$ cat config.mk
export PLATFORM = sky130hd
export DESIGN_NAME = imem_stream_loader
export DESIGN_NICKNAME = d
export VERILOG_FILES = /design/src/rtl/imem_stream_loader.sv
export SDC_FILE = /design/constraint.sdc
export NUM_CORES = 1
export LEC_CHECK = 0
export CAP_MARGIN = 20
export CELL_PAD_IN_SITES_DETAIL_PLACEMENT = 0
export CELL_PAD_IN_SITES_GLOBAL_PLACEMENT = 1
export CORE_ASPECT_RATIO = 0.5
export CORE_MARGIN = 4
export CORE_UTILIZATION = 39
export CTS_CLUSTER_SIZE = 16
export DETAILED_ROUTE_END_ITERATION = 16
export PLACE_DENSITY_LB_ADDON = 0.12
export SKIP_CTS_REPAIR_TIMING = 1
export SLEW_MARGIN = 15
export SYNTH_ARGS = -nofsm -noshare
export SYNTH_HDL_FRONTEND = slang
export SYNTH_SLANG_ARGS = --single-unit
$ cat constraint.sdc
create_clock -name i_clk -period 6.6 [get_ports i_clk]
set_input_delay 0.66 -clock i_clk [delete_from_list [all_inputs] [get_ports i_clk]]
set_output_delay 0.66 -clock i_clk [all_outputs]
set_load 0.01 [all_outputs]
$ cat src/rtl/imem_stream_loader.sv
// ---------------------------------------------------------------------------
// imem_stream_loader
//
// Boot-time loader that sits in front of the MIPS instruction memory. It takes
// a byte stream made of a 16-bit word count (high byte first) followed by
// big-endian 32-bit instruction words. Each word is written to consecutive
// word addresses starting at 0. The CPU core is held in reset until the whole
// program has arrived intact.
//
// Optional feature macro: IMEM_STREAM_LOADER_CHECKSUM_EN
//   defined   : a trailing checksum byte (XOR of all data bytes) is consumed
//               and compared; a mismatch ends the session in ERROR.
//   undefined : no checksum byte; the session ends in DONE right after the
//               last word (or straight after a zero count).
//
// Ports
//   i_clk          system clock
//   i_rst          asynchronous active-high reset
//   i_start        single-cycle pulse that begins a load session
//   i_byte         stream data byte
//   i_byte_valid   i_byte is valid
//   o_byte_ready   loader can accept a byte (registered)
//   o_imem_we      instruction-memory write strobe, one cycle per word
//   o_imem_addr    instruction-memory word address
//   o_imem_wdata   instruction word
//   o_cpu_rst_n    active-low reset for the CPU core
//   o_done         load completed successfully (level)
//   o_error        load aborted (level)
//   o_word_cnt     number of words written in this session
// ---------------------------------------------------------------------------
module imem_stream_loader #(
    parameter int ADDR_W    = 8,
    parameter int MAX_WORDS = 2 ** ADDR_W
) (
    input  logic              i_clk,
    input  logic              i_rst,
    input  logic              i_start,
    input  logic [7:0]        i_byte,
    input  logic              i_byte_valid,
    output logic              o_byte_ready,
    output logic              o_imem_we,
    output logic [ADDR_W-1:0] o_imem_addr,
    output logic [31:0]       o_imem_wdata,
    output logic              o_cpu_rst_n,
    output logic              o_done,
    output logic              o_error,
    output logic [15:0]       o_word_cnt
);

    typedef enum logic [2:0] {
        S_IDLE   = 3'd0,
        S_LEN_HI = 3'd1,
        S_LEN_LO = 3'd2,
        S_DATA   = 3'd3,
`ifdef IMEM_STREAM_LOADER_CHECKSUM_EN
        S_CHECK  = 3'd4,
`endif
        S_DONE   = 3'd5,
        S_ERROR  = 3'd6
    } state_t;

    // Where the FSM goes once the data phase is over (or skipped by len==0).
`ifdef IMEM_STREAM_LOADER_CHECKSUM_EN
    localparam state_t S_AFTER_DATA = S_CHECK;
`else
    localparam state_t S_AFTER_DATA = S_DONE;
`endif

    state_t      r_state;
    state_t      w_next_state;

    logic [7:0]  r_len_hi;
    logic [15:0] r_len;
    logic [23:0] r_asm;
    logic [1:0]  r_byte_idx;
`ifdef IMEM_STREAM_LOADER_CHECKSUM_EN
    logic [7:0]  r_csum;
`endif

    logic        w_accept;
    logic        w_restart;
    logic        w_last_byte;
    logic        w_last_word;
    logic        w_too_long;
    logic        w_ready_next;
    logic [15:0] w_len;
    logic [15:0] w_cnt_inc;

    assign w_accept    = i_byte_valid && o_byte_ready;
    assign w_len       = {r_len_hi, i_byte};
    assign w_too_long  = ({16'd0, w_len} > 32'(MAX_WORDS));
    assign w_cnt_inc   = o_word_cnt + 16'd1;
    assign w_last_byte = (r_byte_idx == 2'd3);
    assign w_last_word = (w_cnt_inc == r_len);
    assign w_restart   = i_start && ((r_state == S_IDLE) || (r_state == S_DONE) ||
                                     (r_state == S_ERROR));

    // Ready is registered from the next state so it is already high in the
    // first cycle of a byte-consuming state and low in the first cycle after.
    always_comb begin
        w_ready_next = 1'b0;
        case (w_next_state)
            S_LEN_HI, S_LEN_LO, S_DATA: w_ready_next = 1'b1;
`ifdef IMEM_STREAM_LOADER_CHECKSUM_EN
            S_CHECK:                    w_ready_next = 1'b1;
`endif
            default:                    w_ready_next = 1'b0;
        endcase
    end

    // State register.
    always_ff @(posedge i_clk or posedge i_rst) begin
        if (i_rst) begin
            r_state <= S_IDLE;
        end else begin
            r_state <= w_next_state;
        end
    end

    // Next-state logic.
    always_comb begin
        w_next_state = r_state;
        case (r_state)
            S_IDLE: begin
                if (i_start) w_next_state = S_LEN_HI;
            end
            S_LEN_HI: begin
                if (w_accept) w_next_state = S_LEN_LO;
            end
            S_LEN_LO: begin
                if (w_accept) begin
                    if (w_too_long)            w_next_state = S_ERROR;
                    else if (w_len == 16'd0)   w_next_state = S_AFTER_DATA;
                    else                       w_next_state = S_DATA;
                end
            end
            S_DATA: begin
                if (w_accept && w_last_byte && w_last_word) w_next_state = S_AFTER_DATA;
            end
`ifdef IMEM_STREAM_LOADER_CHECKSUM_EN
            S_CHECK: begin
                if (w_accept) w_next_state = (i_byte == r_csum) ? S_DONE : S_ERROR;
            end
`endif
            S_DONE, S_ERROR: begin
                if (i_start) w_next_state = S_LEN_HI;
            end
            default: w_next_state = S_IDLE;
        endcase
    end

    // Datapath and registered outputs. The write strobe, address, data and
    // word count are all loaded on the edge that takes a word's 4th byte, so
    // they appear together one cycle after that byte is accepted.
    always_ff @(posedge i_clk or posedge i_rst) begin
        if (i_rst) begin
            o_byte_ready <= 1'b0;
            o_imem_we    <= 1'b0;
            o_imem_addr  <= '0;
            o_imem_wdata <= 32'd0;
            o_cpu_rst_n  <= 1'b0;
            o_done       <= 1'b0;
            o_error      <= 1'b0;
            o_word_cnt   <= 16'd0;
            r_len_hi     <= 8'd0;
            r_len        <= 16'd0;
            r_asm        <= 24'd0;
            r_byte_idx   <= 2'd0;
`ifdef IMEM_STREAM_LOADER_CHECKSUM_EN
            r_csum       <= 8'd0;
`endif
        end else begin
            o_imem_we    <= 1'b0;
            o_byte_ready <= w_ready_next;
            o_done       <= (w_next_state == S_DONE);
            o_error      <= (w_next_state == S_ERROR);
            o_cpu_rst_n  <= (w_next_state == S_DONE);

            if (w_restart) begin
                o_word_cnt <= 16'd0;
                r_byte_idx <= 2'd0;
`ifdef IMEM_STREAM_LOADER_CHECKSUM_EN
                r_csum     <= 8'd0;
`endif
            end

            if (w_accept) begin
                case (r_state)
                    S_LEN_HI: r_len_hi <= i_byte;
                    S_LEN_LO: r_len    <= w_len;
                    S_DATA: begin
                        r_asm      <= {r_asm[15:0], i_byte};
                        r_byte_idx <= r_byte_idx + 2'd1;
`ifdef IMEM_STREAM_LOADER_CHECKSUM_EN
                        r_csum     <= r_csum ^ i_byte;
`endif
                        if (w_last_byte) begin
                            o_imem_we    <= 1'b1;
                            o_imem_addr  <= o_word_cnt[ADDR_W-1:0];
                            o_imem_wdata <= {r_asm, i_byte};
                            o_word_cnt   <= w_cnt_inc;
                        end
                    end
                    default: ;
                endcase
            end
        end
    end

endmodule

* Word level (Yosys, flattened, before mapping)
Cells that the tools add are included.
** Operators by class
- Add/sub/neg operators :: 2
- Multiply operators :: 0
- Divide/modulo/power cells :: 0
- Order comparisons :: 1
- Equality and inequality tests :: 12
- Shift operators :: 0
- Muxes and demuxes :: 18
- Bitwise logic cells :: 0
- Reduce and logical (&&, ||, !) cells :: 14
** Operators with widths (count)
- $mux W16 :: 4
- $mux W3 :: 6
- $add A16 B1 Y16 const B :: 1
- $eq A16 B16 Y1 :: 1
- $gt A16 B9 Y1 const B :: 1
- $logic_not A16 Y1 :: 1
- $eq A3 B2 Y1 const B :: 4
- $eq A3 B3 Y1 const B :: 4
- $pmux W3 S4 :: 1
- $eq A3 B1 Y1 const B :: 2
- $mux W2 :: 3
- $reduce_and A2 Y1 :: 3
- $reduce_or A3 Y1 :: 2
- $logic_and A1 B1 Y1 :: 4
- $mux W1 :: 4
- $logic_not A3 Y1 :: 1
- $reduce_and A3 Y1 :: 1
- $add A2 B1 Y2 const B :: 1
- $eq A2 B2 Y1 const B :: 1
- $logic_or A1 B1 Y1 :: 2
** Word-level totals
- Bits in registers :: 113
- Bits in latches :: 0
- RAM bits :: 0
- ROM bits :: 0
- Input bits :: 12
- Output and inout port bits :: 61
- Logic and storage cells :: 59
- Memories :: 0

* Logic depth before layout (Yosys ltp)
Gate-level depths: netlist (run 1).
- Depth in word-level cells :: 8
- Gate-level depth with buffers :: 10
- Depth with buffers taken out :: 7

* Least setup slack after synthesis (run 1)
Ideal clock, no wire load.
- Kind :: register to register
- Start :: register o_word_cnt[1]
- End :: register o_byte_ready
- Setup time :: 120 ps
- Arrival time :: 2365 ps
- Data required time :: 6480 ps
- Slack :: 4114 ps
- Cell stages (with the launch flop) :: 9
- Buffers on the path :: 1
- Period minus slack after synthesis :: 2486 ps
- Path through :: dfrtp_1 -> ha_1 -> buf_2 -> nand4_1 -> nor4_1 -> mux2i_1 -> o31ai_1 -> or4_4 -> o211a_1
** On the way
- Word-level cells in the longest chain between the ends :: 8
- Elaborated cells on any way between the ends :: 10
- Classes of those cells :: add/sub (1); eq/ne (4); mux (3); reduce/logical (2)
** Ends and longest elaborated chain
- from (decl) :: RTL line 47 : output logic [15:0] o_word_cnt
- from (signal assigned) :: RTL line 201 : o_word_cnt <= w_cnt_inc;
- $add A16 B1 Y16 * :: RTL line 92 : assign w_cnt_inc = o_word_cnt + 16'd1;
- $eq A16 B16 Y1 * :: RTL line 94 : assign w_last_word = (w_cnt_inc == r_len);
- $logic_and A1 B1 Y1 * :: RTL line 138 : if (w_accept && w_last_byte && w_last_word) w_next_state = S_AFTER_DATA;
- $mux W3 * :: RTL line 138
- $pmux W3 S4 * :: RTL line 123 : case (r_state)
- $eq A3 B1 Y1 or $eq A3 B2 Y1 (tied branches) :: RTL line 102 : case (w_next_state)
- $reduce_or A3 Y1 * :: RTL line 102
- $mux W1 * :: RTL line 102
- via w_ready_next :: RTL line 85 : logic w_ready_next;
- to (signal assigned) :: RTL line 174 : o_byte_ready <= w_ready_next;
- to (decl) :: RTL line 40 : output logic o_byte_ready,
The timed path passes the listed nets; every way through them passes the cells marked *.
A chain may end at the register's enable or synchronous reset.

* Worst setup path in the final report (run 1)
- Start :: register o_word_cnt[0]
- End :: register o_byte_ready
The elaborated chain is that of the path after synthesis.

==> results.ini, run 1 <==
[outcome]
status = finished clean

[logic_synthesis]
synth_area_mm2 = 0.00517
syn-num-nets = 553
synth.distinct_cells = 48
synthArstFlopShare = 1.00
syn-mean-instance-area_um2 = 9.59
ys.warnings.count = 0
synth_ff_type = dfrtp_1
syn-instance-count = 539
seq_area_frac_synth = 0.547
synth-edff-count = 0
yosys_register_bits = 113

[power]
leakage_nw = 3.03
irDropWorstVdd_mv = 0.195
power_density_mw_per_mm2 = 380
power.total_w = 0.00250

[placed_design]
gp_congestion = 0.815
place_area_mm2 = 0.00597
placed_cells = 751
io_buffers = 72
dp_hpwl_um = 8550

[floorplan]
coreArea_mm2 = 0.0128
initial_core_util = 0.404
dieArea_mm2 = 0.0153
fp.dieH_um = 89.4
num_rows = 29
io_pins = 73
die_w_um = 171

[routing]
wl_um = 13000
firstDrtPassIters = 6
ant_nets = 0
viasPerCell = 5.02
dr_total_vias = 3929
drtIter0Drc = 235
wl_per_cell_um = 16.6
drc = 0

[cells_and_area]
syn_to_final_growth_pct = 27.4
n_fill_cell = 1204
fin_area_mm2 = 0.00659
num_antenna_cells = 0
num-nets-final = 615
fin_cells = 782
final_layout_size_suffix_gt1_frac = 0.119

[clock_network]
clockBufferDepth = 2
clock-sinks = 113
cts_buffers = 17
h-tree-depth = 4
insertion_delay_ns = 0.40
cts_root_buf = clkbuf_16
clk_pin_slew_ns = 0.06
tritoncts = yes

[sta]
worstMarginPinSlew_ns = 0.879
fin_hold_ws_ns = 0.468
final_max_slew_viol_count = 0
period_needed_ns = 3.07
slew_headroom = 0.414
setup_violations = 0
timing.fmax_ghz = 0.326
rsz0062_at_grt = false
setup_tns_ns = 0
fin_crit_sh = 0.465
hold_violations = 0
clock_skew_ns = 0.00802

[global_routing]
grt_max_degree = 72
antenna_found_initial = 0
use_met1 = 0.260
grt_pass1_vias = 3992
grt-ovfl-total = 0
met3_usage = 0.0393
grt_pass1_wl_um = 21500
track_usage = 0.182
met2_usage = 0.280
grt_busiest_layer = met2

[worst_setup_path]
critical_path_class = reg -> reg
worst_ep_arrival_time_ns = 3.36
cp-end-kind = register
required_ns = 6.89
startpoint_type = register
slowest_delay_ns = 0.58
cp_slowest_cell = dfrtp_1
worstPathCellList = ha_1 -> nand4_1 -> nor4_1 -> mux2i_1 -> o31ai_1 -> or4_4 -> o211a_1
worst-path-max-fanout = 10

[worst_hold_path]
hp-class = reg -> reg

[run]
drv_cap = 0

placed cells by master (no fill, tap or decap), types with 10 or more instances in the layout:
master           synthesis  layout
nand3_1                 11      11
a21oi_1                 10      10
mux2_2                  31      31
xnor2_1                 16      16
nor2_1                  17      17
o21ai_0                 25      25
clkbuf_16                0      17
dfrtp_1                113     113
nand2_1                193     192
clkdlybuf4s50_1          0      72
stage by stage:
step,util,setup WS (ns)
finish,0.514,3.53
global route,0.514,3.37
CTS,0.513,3.50
detailed placement,0.466,3.17
global placement,0.466,3.22
floorplan,-,2.95
worst max-delay path: cells and delay by family (launching register included):
kind	cells	cell delay, ns
simple gates	3	1.40
flops	1	0.58
fa+ha+maj	1	0.45
mux	1	0.26
compound gates	2	0.25
cell type report:
type                            count  area [um2]  share of cell area
Sequential cell                   113        2830               0.429
Multi-Input combinational cell    388        2160               0.328
Timing Repair Buffer               76         758               0.115
Clock buffer                       19         443              0.0672
Tap cell                          170         213              0.0323
Clock inverter                     11         164              0.0249
Inverter                            5        21.3             0.00323
worst paths after layout:
kind | start | end | slack, ns | cells past startpoint
min in group asynchronous | i_rst | o_imem_wdata[23] | 0.79 | 2
worst min register to register | r_asm[23] | o_imem_wdata[31] | 0.47 | 2
max in group asynchronous | i_rst | r_len_hi[7] | 4.67 | 3
worst min-delay path | r_asm[23] | o_imem_wdata[31] | 0.47 | 2
worst max register to register | o_word_cnt[0] | o_byte_ready | 3.53 | 7
worst max-delay path | o_word_cnt[0] | o_byte_ready | 3.53 | 7
state kept, by name, summed over array words and instances, names as in the netlist:
signal / flops
o_byte_ready: 1
r_state: 3
r_len: 16
o_imem_we: 1
o_word_cnt: 16
o_error: 1
r_asm: 24
o_done: 1
o_imem_wdata: 32
r_byte_idx: 2
r_len_hi: 8
o_imem_addr: 8
routing by layer:
layer,part of all wire,wire length [um]
met3,0.038,490
met1,0.51,6600
met4,0.0083,107
met5,0,0
met2,0.44,5760
report_power, final:
part | switching [W] | leakage (nW) | internal [W]
registers | 0.000163 | 1.49 | 0.000874
logic | 0.000237 | 1.25 | 0.000272
clock network | 0.000320 | 0.294 | 0.000635
kinds of logic after synthesis:
logic type,Yosys count,share of synthesized area
AOI/OAI and AO/OA,57,0.0690
buffers and inverters,38,0.0358
and+or+nand+nor,272,0.232
DFF,113,0.547
muxes,33,0.0714
adders and majority gates,2,0.00484
xor gates and xnor gates,24,0.0406
Yosys cell counts (all sizes together) (2+ instances only):
cell type | instances | area, um2
inv | 5 | 18.8
clkbuf | 13 | 48.8
a31oi | 2 | 12.5
a21oi | 10 | 50.1
nand3b | 4 | 30.0
and4b | 2 | 20.0
xnor2 | 16 | 140
ha | 2 | 25.0
nand2b | 3 | 18.8
and2 | 5 | 33.8
o211ai | 3 | 22.5
dfrtp | 113 | 2830
o21ai | 26 | 130
nand4 | 8 | 50.1
and3 | 4 | 25.0
nor2 | 18 | 70.1
or4 | 3 | 26.3
xor2 | 8 | 70.1
nor3b | 4 | 30.0
a22o | 2 | 17.5
nand3 | 11 | 55.1
buf | 20 | 118
nand2 | 194 | 736
nor3 | 4 | 20.0
mux2 | 31 | 349
mux2i | 2 | 20.0
nor4 | 8 | 50.1
o31ai | 6 | 45.0
No activity file was read; power rests on OpenSTA's default activity.
==> run 2, diff against run 1 <==
--- a/config.mk
+++ b/config.mk
@@ -10,7 +10,7 @@
 export CELL_PAD_IN_SITES_GLOBAL_PLACEMENT = 1
 export CORE_ASPECT_RATIO = 0.5
 export CORE_MARGIN = 4
-export CORE_UTILIZATION = 39
+export CORE_UTILIZATION = 38
 export CTS_CLUSTER_SIZE = 16
 export DETAILED_ROUTE_END_ITERATION = 16
 export PLACE_DENSITY_LB_ADDON = 0.12
==> constraint.sdc (replaced) <==
create_clock -name i_clk -period 2.8 [get_ports i_clk]
set_input_delay 0.28 -clock i_clk [delete_from_list [all_inputs] [get_ports i_clk]]
set_output_delay 0.28 -clock i_clk [all_outputs]
set_load 0.01 [all_outputs]
==> results.ini, run 2 (synthesized netlist as in run 1, its figures left out) <==
[cells_and_area]
final_layout_size_suffix_gt1_frac = 0.142  ; +0.0227
n_fill_cell = 1204  ; unchanged
final_common_cell = nand2_1
largest_register_ffs = 32  ; unchanged
multi_input_area_mm2 = 0.00216  ; unchanged
syn_to_final_growth_pct = 29.1
layout.area.seq_mm2 = 0.00283  ; unchanged
regMostFlops = o_imem_wdata
reg_top3 = o_imem_wdata (32), r_asm (24)
fin_area_mm2 = 0.00668  ; +1.4%
num_antenna_cells = 0  ; unchanged
num-nets-final = 628  ; +2.1%
final_cell_mix = nand2_1, dfrtp_1, clkdlybuf4s50_1, mux2_2, o21ai_0

[floorplan]
initial_core_util = 0.398  ; -0.00564
coreArea_mm2 = 0.0130  ; +1.4%
die_w_um = 173  ; +1.2%
io_pins = 73  ; unchanged
num_rows = 29  ; unchanged
dieArea_mm2 = 0.0157  ; +2.5%
fp.dieH_um = 90.5  ; +1.2%

[global_routing]
grt-ovfl-total = 0  ; unchanged
grt_max_degree = 100  ; +39%
grt_pass1_wl_um = 22700  ; +5.4%
grt_pass1_vias = 4195  ; +5.1%
track_usage = 0.182  ; -0.000486
antenna_found_initial = 0  ; unchanged

[clock_network]
tritoncts = yes
h-tree-depth = 4  ; unchanged
clk_pin_slew_ns = 0.06  ; about the same
clockBufferDepth = 2  ; unchanged
cts_buffers = 17  ; unchanged
clock-sinks = 113  ; unchanged
cts_root_buf = clkbuf_16
insertion_delay_ns = 0.42  ; +0.02 ns

[worst_setup_path]
cp_slowest_cell = or4_4
slowest_delay_ns = 0.56  ; -0.02 ns
worst-path-max-fanout = 8  ; -2
cp-end-kind = register
crit_family = simple AND/OR/NAND/NOR gates
worstPathCellList = nand3_1 -> nor4_1 -> xnor2_1 -> o2111ai_1 -> or4_4 -> o211a_1
critPathBufInv = 0  ; unchanged
critical_path_class = reg -> reg
worst_ep_arrival_time_ns = 2.76  ; -0.60 ns
startpoint_type = register
required_ns = 3.10  ; -3.79 ns

[run]
drv_cap = 0  ; unchanged

[sta]
final_max_slew_viol_count = 0  ; unchanged
period_needed_ns = 2.46  ; -0.611 ns
rsz0062_at_grt = false
finalWorstSetupSlack_ns = 0.344  ; -3.19 ns
timing.fmax_ghz = 0.407  ; +25%
slew_headroom = 0.545  ; +0.131
worstMarginPinSlew_ns = 0.681  ; -0.198 ns
clock_skew_ns = 0.0136  ; +0.00563 ns
setup_tns_ns = 0  ; unchanged
fin_hold_ws_ns = 0.196  ; -0.272 ns
fin_crit_sh = 0.877  ; +0.412
setup_violations = 0  ; unchanged
hold_violations = 0  ; unchanged

[routing]
ant_nets = 0  ; unchanged
dr_total_vias = 4043  ; +2.9%
wl_um = 13500  ; +4.1%
viasPerCell = 5.07  ; +0.96%
firstDrtPassIters = 4  ; -2
wl_per_cell_um = 16.9  ; +2.1%
drc = 0  ; unchanged
drtIter0Drc = 217  ; -7.7%

[outcome]
status = finished clean

[power]
power_density_mw_per_mm2 = 870  ; +130%
p_clk_frac = 0.365  ; -0.017
p_sw_frac = 0.314  ; +0.0257
power_switching_w = 0.00182  ; +150%
irDropWorstVdd_mv = 0.477  ; +150%
comb_power_share = 0.214  ; +0.010
leakage_nw = 3.09  ; +1.9%
pwr-share-seq = 0.421  ; +0.006
p_int_w = 0.00399  ; +120%

[placed_design]
io_buffers = 72  ; unchanged
dp_hpwl_um = 8960  ; +4.8%
pre_cts_slack_ns = 0.390  ; -2.78 ns
gp_congestion = 0.850  ; +4.4%
place_area_mm2 = 0.00610  ; +2.2%

[worst_hold_path]
hp-class = in -> async

run 2: stage by stage:
step | utilization | cells | total power (W)
final | 0.514 | 797 | 0.00581
after global routing | 0.514 | 797 | 0.00617
after CTS | 0.514 | 797 | 0.00587
after detailed placement | 0.469 | 765 | 0.00371
after global placement | 0.469 | 765 | 0.00369
after floorplan | - | 539 | 0.00326
run 2: per-layer routing:
layer / routed length (um) / track usage / vias to the layer above / share of wire
li1: - / - / 1960 / -
met1: 6950 / 0.263 / 2001 / 0.52
met4: 125 / 0.0537 / 0 / 0.0093
met5: 0 / 0 / - / 0
met3: 582 / 0.0448 / 11 / 0.043
met2: 5820 / 0.271 / 71 / 0.43
run 2: power by group through the flow:
| stage | registers (W) | logic, W | clock network, W |
|---|---|---|---|
| global placement | 0.00247 | 0.00123 | 0 |
| detailed placement | 0.00247 | 0.00124 | 0 |
| CTS | 0.00245 | 0.00126 | 0.00216 |
| finish | 0.00245 | 0.00124 | 0.00212 |
| global route | 0.00251 | 0.00140 | 0.00226 |
| floorplan | 0.00233 | 0.000933 | 0 |
run 2: path summary, 6_finish.rpt:
path,from,to,slack (ns),cells past startpoint
worst min-delay path,i_rst,o_word_cnt[8],0.20,2
worst max-delay path,o_word_cnt[9],o_byte_ready,0.34,6
max in group asynchronous,i_rst,r_len[7],1.78,3
worst min register to register,r_asm[19],o_imem_wdata[27],0.47,2
worst max register to register,o_word_cnt[9],o_byte_ready,0.34,6
min in group i_clk,r_asm[19],o_imem_wdata[27],0.47,2
run 2: worst reg2reg max path, cell delays in order (launching register included):
cell and delay, ns:
dfrtp_1 0.49, nand3_1 0.29, nor4_1 0.54, xnor2_1 0.18, o2111ai_1 0.17, or4_4 0.56, o211a_1 0.12
run 2: area by class of cell:
cell class / count / share of cell area
flip-flops and latches: 113 / 0.423
multi-input cells: 388 / 0.324
repair buffers: 89 / 0.131
clock buffers: 18 / 0.0658
well taps: 170 / 0.0319
clock inverters: 14 / 0.0212
inverters: 5 / 0.00337
